<file path="src/rtl/adder_req_arbiter_if.sv">
// Handshake bundle between two requesters, the arbiter and the shared adder.
interface adder_req_arbiter_if #(
    parameter int unsigned WIDTH = 6
);
    logic [1:0]       req_valid;
    logic [1:0]       req_ready;
    logic [WIDTH-1:0] req_a0;
    logic [WIDTH-1:0] req_b0;
    logic [WIDTH-1:0] req_a1;
    logic [WIDTH-1:0] req_b1;
    logic [WIDTH-1:0] add_a;
    logic [WIDTH-1:0] add_b;
    logic [WIDTH:0]   add_sum;
    logic [1:0]       resp_valid;
    logic [WIDTH:0]   resp_sum;
    logic [1:0]       resp_ready;
    logic             busy;

    modport slave (
        input  req_valid, req_a0, req_b0, req_a1, req_b1, add_sum, resp_ready,
        output req_ready, add_a, add_b, resp_valid, resp_sum, busy
    );

    modport master (
        output req_valid, req_a0, req_b0, req_a1, req_b1, add_sum, resp_ready,
        input  req_ready, add_a, add_b, resp_valid, resp_sum, busy
    );
endinterface

</file>
<file path="src/rtl/adder_req_arbiter.sv">
// Two-requester arbiter sequencing one shared combinational adder (IDLE->ISSUE->RESP).
// Define ADDER_ARB_FIXED_PRIO_EN for fixed priority (requester 0 wins ties); default is round-robin.
module adder_req_arbiter #(
    parameter int unsigned WIDTH = 6
) (
    input  logic                clock,
    input  logic                reset,
    adder_req_arbiter_if.slave  bus
);
    typedef enum logic [1:0] {
        S_IDLE,
        S_ISSUE,
        S_RESP
    } state_t;

    state_t           r_state;
    logic             r_owner;
    logic [WIDTH-1:0] r_op_a;
    logic [WIDTH-1:0] r_op_b;
    logic [WIDTH:0]   r_resp_sum;
    logic [1:0]       r_resp_valid;

    logic             w_winner;
    logic             w_grant;
    logic [WIDTH-1:0] w_sel_a;
    logic [WIDTH-1:0] w_sel_b;

`ifdef ADDER_ARB_FIXED_PRIO_EN
    always_comb begin
        w_winner = ~bus.req_valid[0];
    end
`else
    logic r_rr_last;

    always_comb begin
        if (bus.req_valid == 2'b11) begin
            w_winner = ~r_rr_last;
        end else begin
            w_winner = ~bus.req_valid[0];
        end
    end

    always_ff @(posedge clock or negedge reset) begin
        if (!reset) begin
            r_rr_last <= 1'b1;
        end else if (r_state == S_RESP && bus.resp_ready[r_owner]) begin
            r_rr_last <= r_owner;
        end
    end
`endif

    // Gated by reset so that every output reads zero while reset is held.
    assign w_grant = reset && (r_state == S_IDLE) && (|bus.req_valid);
    assign w_sel_a = w_winner ? bus.req_a1 : bus.req_a0;
    assign w_sel_b = w_winner ? bus.req_b1 : bus.req_b0;

    always_ff @(posedge clock or negedge reset) begin
        if (!reset) begin
            r_state      <= S_IDLE;
            r_owner      <= 1'b0;
            r_op_a       <= '0;
            r_op_b       <= '0;
            r_resp_sum   <= '0;
            r_resp_valid <= '0;
        end else begin
            case (r_state)
                S_IDLE: begin
                    if (w_grant) begin
                        r_op_a  <= w_sel_a;
                        r_op_b  <= w_sel_b;
                        r_owner <= w_winner;
                        r_state <= S_ISSUE;
                    end
                end
                S_ISSUE: begin
                    r_resp_sum   <= bus.add_sum;
                    r_resp_valid <= r_owner ? 2'b10 : 2'b01;
                    r_state      <= S_RESP;
                end
                S_RESP: begin
                    if (bus.resp_ready[r_owner]) begin
                        r_resp_valid <= '0;
                        r_state      <= S_IDLE;
                    end
                end
                default: begin
                    r_resp_valid <= '0;
                    r_state      <= S_IDLE;
                end
            endcase
        end
    end

    assign bus.req_ready  = w_grant ? (w_winner ? 2'b10 : 2'b01) : 2'b00;
    assign bus.add_a      = (r_state == S_ISSUE) ? r_op_a : '0;
    assign bus.add_b      = (r_state == S_ISSUE) ? r_op_b : '0;
    assign bus.resp_valid = r_resp_valid;
    assign bus.resp_sum   = r_resp_sum;
    assign bus.busy       = (r_state != S_IDLE);
endmodule

</file>
<file path="src/flat_wrapper.sv">
// flat-port wrapper written by rule: the top's interface ports become plain ports
module adder_req_arbiter_flat 
#(
    parameter int unsigned WIDTH = 6
)
  (clock, reset, bus_req_valid, bus_req_a0, bus_req_b0, bus_req_a1, bus_req_b1, bus_add_sum, bus_resp_ready, bus_req_ready, bus_add_a, bus_add_b, bus_resp_valid, bus_resp_sum, bus_busy);
  adder_req_arbiter_if #(.WIDTH(WIDTH)) bus_i ();
  input  logic clock;
  input  logic reset;
  input wire logic [$bits(bus_i.req_valid)-1:0] bus_req_valid;
  input wire logic [$bits(bus_i.req_a0)-1:0] bus_req_a0;
  input wire logic [$bits(bus_i.req_b0)-1:0] bus_req_b0;
  input wire logic [$bits(bus_i.req_a1)-1:0] bus_req_a1;
  input wire logic [$bits(bus_i.req_b1)-1:0] bus_req_b1;
  input wire logic [$bits(bus_i.add_sum)-1:0] bus_add_sum;
  input wire logic [$bits(bus_i.resp_ready)-1:0] bus_resp_ready;
  output wire logic [$bits(bus_i.req_ready)-1:0] bus_req_ready;
  output wire logic [$bits(bus_i.add_a)-1:0] bus_add_a;
  output wire logic [$bits(bus_i.add_b)-1:0] bus_add_b;
  output wire logic [$bits(bus_i.resp_valid)-1:0] bus_resp_valid;
  output wire logic [$bits(bus_i.resp_sum)-1:0] bus_resp_sum;
  output wire logic [$bits(bus_i.busy)-1:0] bus_busy;
  assign bus_i.req_valid = bus_req_valid;
  assign bus_i.req_a0 = bus_req_a0;
  assign bus_i.req_b0 = bus_req_b0;
  assign bus_i.req_a1 = bus_req_a1;
  assign bus_i.req_b1 = bus_req_b1;
  assign bus_i.add_sum = bus_add_sum;
  assign bus_i.resp_ready = bus_resp_ready;
  assign bus_req_ready = bus_i.req_ready;
  assign bus_add_a = bus_i.add_a;
  assign bus_add_b = bus_i.add_b;
  assign bus_resp_valid = bus_i.resp_valid;
  assign bus_resp_sum = bus_i.resp_sum;
  assign bus_busy = bus_i.busy;
  adder_req_arbiter #(.WIDTH(WIDTH)) u_core (.clock(clock), .reset(reset), .bus(bus_i));
endmodule
</file>
<file path="config.mk">
export PLATFORM = sky130hd
export DESIGN_NAME = adder_req_arbiter_flat
export DESIGN_NICKNAME = d
export VERILOG_FILES = /design/src/rtl/adder_req_arbiter_if.sv /design/src/rtl/adder_req_arbiter.sv /design/src/flat_wrapper.sv
export SDC_FILE = /design/constraint.sdc
export NUM_CORES = 1
export LEC_CHECK = 0
export ABC_AREA = 1
export CAP_MARGIN = 20
export CORE_MARGIN = 4
export CORE_UTILIZATION = 43
export DETAILED_ROUTE_END_ITERATION = 10
export GPL_TIMING_DRIVEN = 0
export PLACE_DENSITY_LB_ADDON = 0.25
export SYNTH_ARGS = -nofsm -noshare
export SYNTH_HDL_FRONTEND = slang
export SYNTH_SLANG_ARGS = --single-unit
</file>
<file path="constraint.sdc">
create_clock -name clock -period 3.7 [get_ports clock]
set_input_delay 0.74 -clock clock [delete_from_list [all_inputs] [get_ports clock]]
set_output_delay 0.74 -clock clock [all_outputs]
set_load 0.01 [all_outputs]
</file>
# == Word-level counts from Yosys, hierarchy flattened ==
# Index checks and enable logic that the tools add are counted.
# totals
ff_bits,25
elab_cells,39
# classes
order_cmp,1
n_eq_ne,5
mux,14
n_bitwise,3
reduce_logical,9
# op_table
cell,count
two-way mux 6 bit,4
one-hot mux 2 bit (3 select lines),2
two-way mux 2 bit,5
AND reduction 2 bit,3
"equality test 2 bit, second input constant",2
logical AND 1 bit,3
two-way mux 1 bit,3
NOT 1 bit,3
"equality test 2 x 1 -> 1 bit, second input constant",1
logical NOT 2 bit,1
"< comparator 1 x 2 -> 1 bit, second input constant",1
"!= test 2 x 1 -> 1 bit, second input constant",1
"!= test 2 bit, second input constant",1
nonzero test 2 bit,1
OR reduction 2 bit,1

# == Logic depth before layout (Yosys ltp) ==
# logic_depth
ltp_word,5
depth_mapped,8

# == Worst setup path after synthesis ==
# Ideal clock, no wire load.
# synth_path
kind,input -> output
startpoint,in reset
endpoint,out bus_req_ready[0]
t_arrival_ns,1.358
path_slack_ns,1.602
cell_stages,5
path_buffers,1
path_cell_list,inv_1 > nor2_1 > nand3_2 > buf_2 > nor2_1
# synth_between
elab_chain_len,3
# synth_rtl
element,line,source
from (decl),flat_wrapper.sv:9,input logic reset;
logical AND 1 bit (2 in a row),adder_req_arbiter.sv:53,assign w_grant = reset && (r_state == S_IDLE) && (|bus.req_valid);
two-way mux 2 bit,adder_req_arbiter.sv:94,assign bus.req_ready = w_grant ? (w_winner ? 2'b10 : 2'b01) : 2'b00;
to (decl),flat_wrapper.sv:17,output wire logic [$bits(bus_i.req_ready)-1:0] bus_req_ready;
# Every way passes these cells.

# == Final worst setup path ==
# layout_path
startpoint,in bus_req_valid[0]
endpoint,out bus_req_ready[0]
# layout_between
elab_chain_len,4
word_cells_on_any_way,7
cone_classes,eq/ne (1); mux (3); bitwise (1); reduce/logical (2)
# layout_rtl
element,line,source
from (decl),flat_wrapper.sv:10,input wire logic [$bits(bus_i.req_valid)-1:0] bus_req_valid;
equality test 2 bit or NOT 1 bit (tied branches),"adder_req_arbiter.sv:36, adder_req_arbiter.sv:39",
two-way mux 1 bit,adder_req_arbiter.sv:36,if (bus.req_valid == 2'b11) begin
two-way mux 2 bit,adder_req_arbiter.sv:94,
two-way mux 2 bit *,adder_req_arbiter.sv:94,
# Every way passes the cells marked *; elsewhere a longest branch is shown, timed or not.

==> flow_summary.json <==
{
  "r2r-start": "u_core.r_rr_last$_DFFE_PN1P_",
  "tightestPinTransition_ns": 0.478,
  "cp.depth": 7,
  "p_sw_uw": 431,
  "crit_start": "bus_req_valid[0]",
  "fin_nets": 286,
  "p_sw_frac": 0.376,
  "grt_pass1_wl_mm": 5.48,
  "grt_pass1_vias": 1292,
  "cp_max_fo": 10,
  "cts_made_buffers": 3,
  "seq_area_frac_synth": 0.491,
  "clock_skew_ns": 0.00159,
  "routed_wl_mm": 3.17,
  "crit_arrival_ns": 2.51,
  "synth_area_um2": 1280,
  "critical_path_class": "primary input to output pin",
  "clock_path_buffers": 2,
  "syn_nets": 220,
  "ys_ff_latch": 25,
  "antenna_cells": 0,
  "finalSetupViolCount": 0,
  "dr_total_vias": 1270,
  "status": "completed",
  "syn_avg_cell_area_um2": 6.98,
  "critPathTopFamily": "buffers and inverters",
  "cts.reportedPaths.clkPinSlew_ns": 0.13,
  "cpMaxStageDelayCell": "clkdlybuf4s50_1",
  "initial_core_util": 0.455,
  "gp_congestion": 0.719,
  "crit_path_end_kind": "output pin",
  "dp_hpwl_mm": 2.53,
  "clock-sinks": 25,
  "drc": 0,
  "wl_per_cell_um": 11.4,
  "final.fill_count": 257,
  "maxSlewViolCount": 0,
  "drive_gt1_frac": 0.0685,
  "yosys-top-cells-area": "dfrtp_1 47%, nand2_1 29%, nand3_1 5.5%, inv_1 5.3%, nor2_1 4.4%",
  "rsz0062_at_grt": "false",
  "critPathRequiredTime_ns": 2.96,
  "setup-tns-final_ns": 0,
  "fp.coreArea_um2": 2810,
  "r2r_setup_slack_ns": 2.34,
  "insertion_delay_ns": 0.31,
  "ctsRootBufferMaster": "clkbuf_4",
  "avgViaCountPerCell": 4.55,
  "min_period_ns": 3.25,
  "critical_path.max_stage_delay_ns": 0.56,
  "final_cell_area_um2": 1950,
  "vdd_drop_max_mv": 0.255,
  "hold_viol": 0,
  "detail-route-antenna-nets": 0,
  "cp-endpoint": "bus_req_ready[0]",
  "placed_area_um2": 1930,
  "grt_overflow": 0,
  "hold_path.class": "primary input to async pin",
  "hold_buffers": 0,
  "clock.fmax_mhz": 308,
  "row_count": 19,
  "cap_violations": 0,
  "drt_iter0_markers": 41,
  "die_area_um2": 3910,
  "cts_tree": "done",
  "total_leakage_power_uw": 0.00102,
  "p_comb_frac": 0.483,
  "powerDensity_nw_per_um2": 587,
  "reg2reg_depth": 8,
  "p_int_uw": 717,
  "portBuffers": 60,
  "grt.total_usage": 0.173,
  "cp-start-kind": "primary input",
  "die_h_um": 62.5,
  "synth.largest_area_cell": "dfrtp_1",
  "r2r-end": "u_core.r_op_a[2]$_DFFE_PN0P_",
  "antenna_found_initial": 0,
  "layout_common_cells": "97 x nand2_1, 59 x clkdlybuf4s50_1, 24 x dfrtp_1",
  "cts_max_level": 1,
  "dieWidth_um": 62.5,
  "synth_cells": 183,
  "areaGrowthSynthToFinish_pct": 53.0,
  "finish.utilization": 0.697,
  "grt_max_degree": 16,
  "fin_crit_sh": 0.878,
  "seq_power_share": 0.412,
  "firstDrtPassIters": 4,
  "synth_warnings": 0,
  "synth_cell_types": 16,
  "cp.buffers_inverters": 3,
  "ioPinCount": 61,
  "pwr-share-clk": 0.105,
  "synth_top_area_frac": 0.470,
  "path_cells": "clkdlybuf4s50_1 > nor2_2 > nor2_1 > nand3_2 > buf_2 > nor2_1 > clkdlybuf4s50_1",
  "slew_headroom": 0.681,
  "final_common_cell": "nand2_1"
}
-- synth_stat cells (all sizes together) --
cell type,count
buf,6
nand2,98
inv,18
a21oi,1
clkinv,1
dfstp,1
nand3,15
nor3,2
clkbuf,1
nor2,16
dfrtp,24
-- cells by family after synthesis --
logic type      Yosys count  share of synthesized area
simple gates            131                      0.418
buf+inv                  26                     0.0872
flops                    25                      0.491
compound gates            1                    0.00391
-- metal layers --
layer	track usage	vias to the layer above	share of wire
li1	-	676	-
met1	0.205	542	0.43
met2	0.305	50	0.48
met3	0.0360	2	0.084
met4	0.0661	0	0.0095
met5	0	-	0
-- sequential cells by signal, summed over array words and instances (netlist names) --
name	cells
u_core.bus.resp_sum	7
u_core.r_op_a	6
u_core.r_state	2
u_core.r_rr_last	1
u_core.bus.resp_valid	2
u_core.r_owner	1
u_core.r_op_b	6
-- through the flow --
stage               cells  hold slack [ns]  worst slack, ns  total power, uW
finish                279            0.290            0.452             1150
global route          279            0.292            0.302             1250
CTS                   279            0.491            0.135             1160
detailed placement    275            0.458           -0.105             1040
global placement      274            0.454           -0.459             1020
floorplan             183            0.444             1.60              770
-- timing repair --
item | in CTS | in global routing
gates resized for setup | 1 | 2
setup buffers | 0 | 0
setup endpoints to repair | 2 | 1
-- power by group through the flow --
stage               combinational (uW)  sequential (uW)  clock [uW]
global placement                   547              472           0
CTS                                563              473         125
detailed placement                 560              479           0
finish                             555              473         120
floorplan                          281              490           0
global route                       628              489         135
-- cell type report --
cell class	instances	area, um2	area share
Buffer	7	40.0	0.0205
Clock buffer	3	22.5	0.0115
Clock inverter	1	5.00	0.00256
Inverter	19	71.3	0.0365
Multi-Input combinational cell	132	539	0.276
Sequential cell	25	627	0.321
Tap cell	31	38.8	0.0198
Timing Repair Buffer	61	611	0.312
-- how the worst min path moves through the flow --
stage,start,endpoint
finish,reset,u_core.bus.resp_valid[0]$_DFFE_PN0P_
floorplan,reset,u_core.bus.resp_sum[0]$_DFFE_PN0N_
global route,reset,u_core.bus.resp_sum[3]$_DFFE_PN0N_
CTS,u_core.bus.resp_valid[1]$_DFFE_PN0P_,u_core.bus.resp_valid[1]$_DFFE_PN0P_
detailed placement,u_core.bus.resp_valid[1]$_DFFE_PN0P_,u_core.bus.resp_valid[1]$_DFFE_PN0P_
global placement,u_core.bus.resp_valid[0]$_DFFE_PN0P_,u_core.bus.resp_valid[0]$_DFFE_PN0P_
No activity file was read; power rests on OpenSTA's default activity.
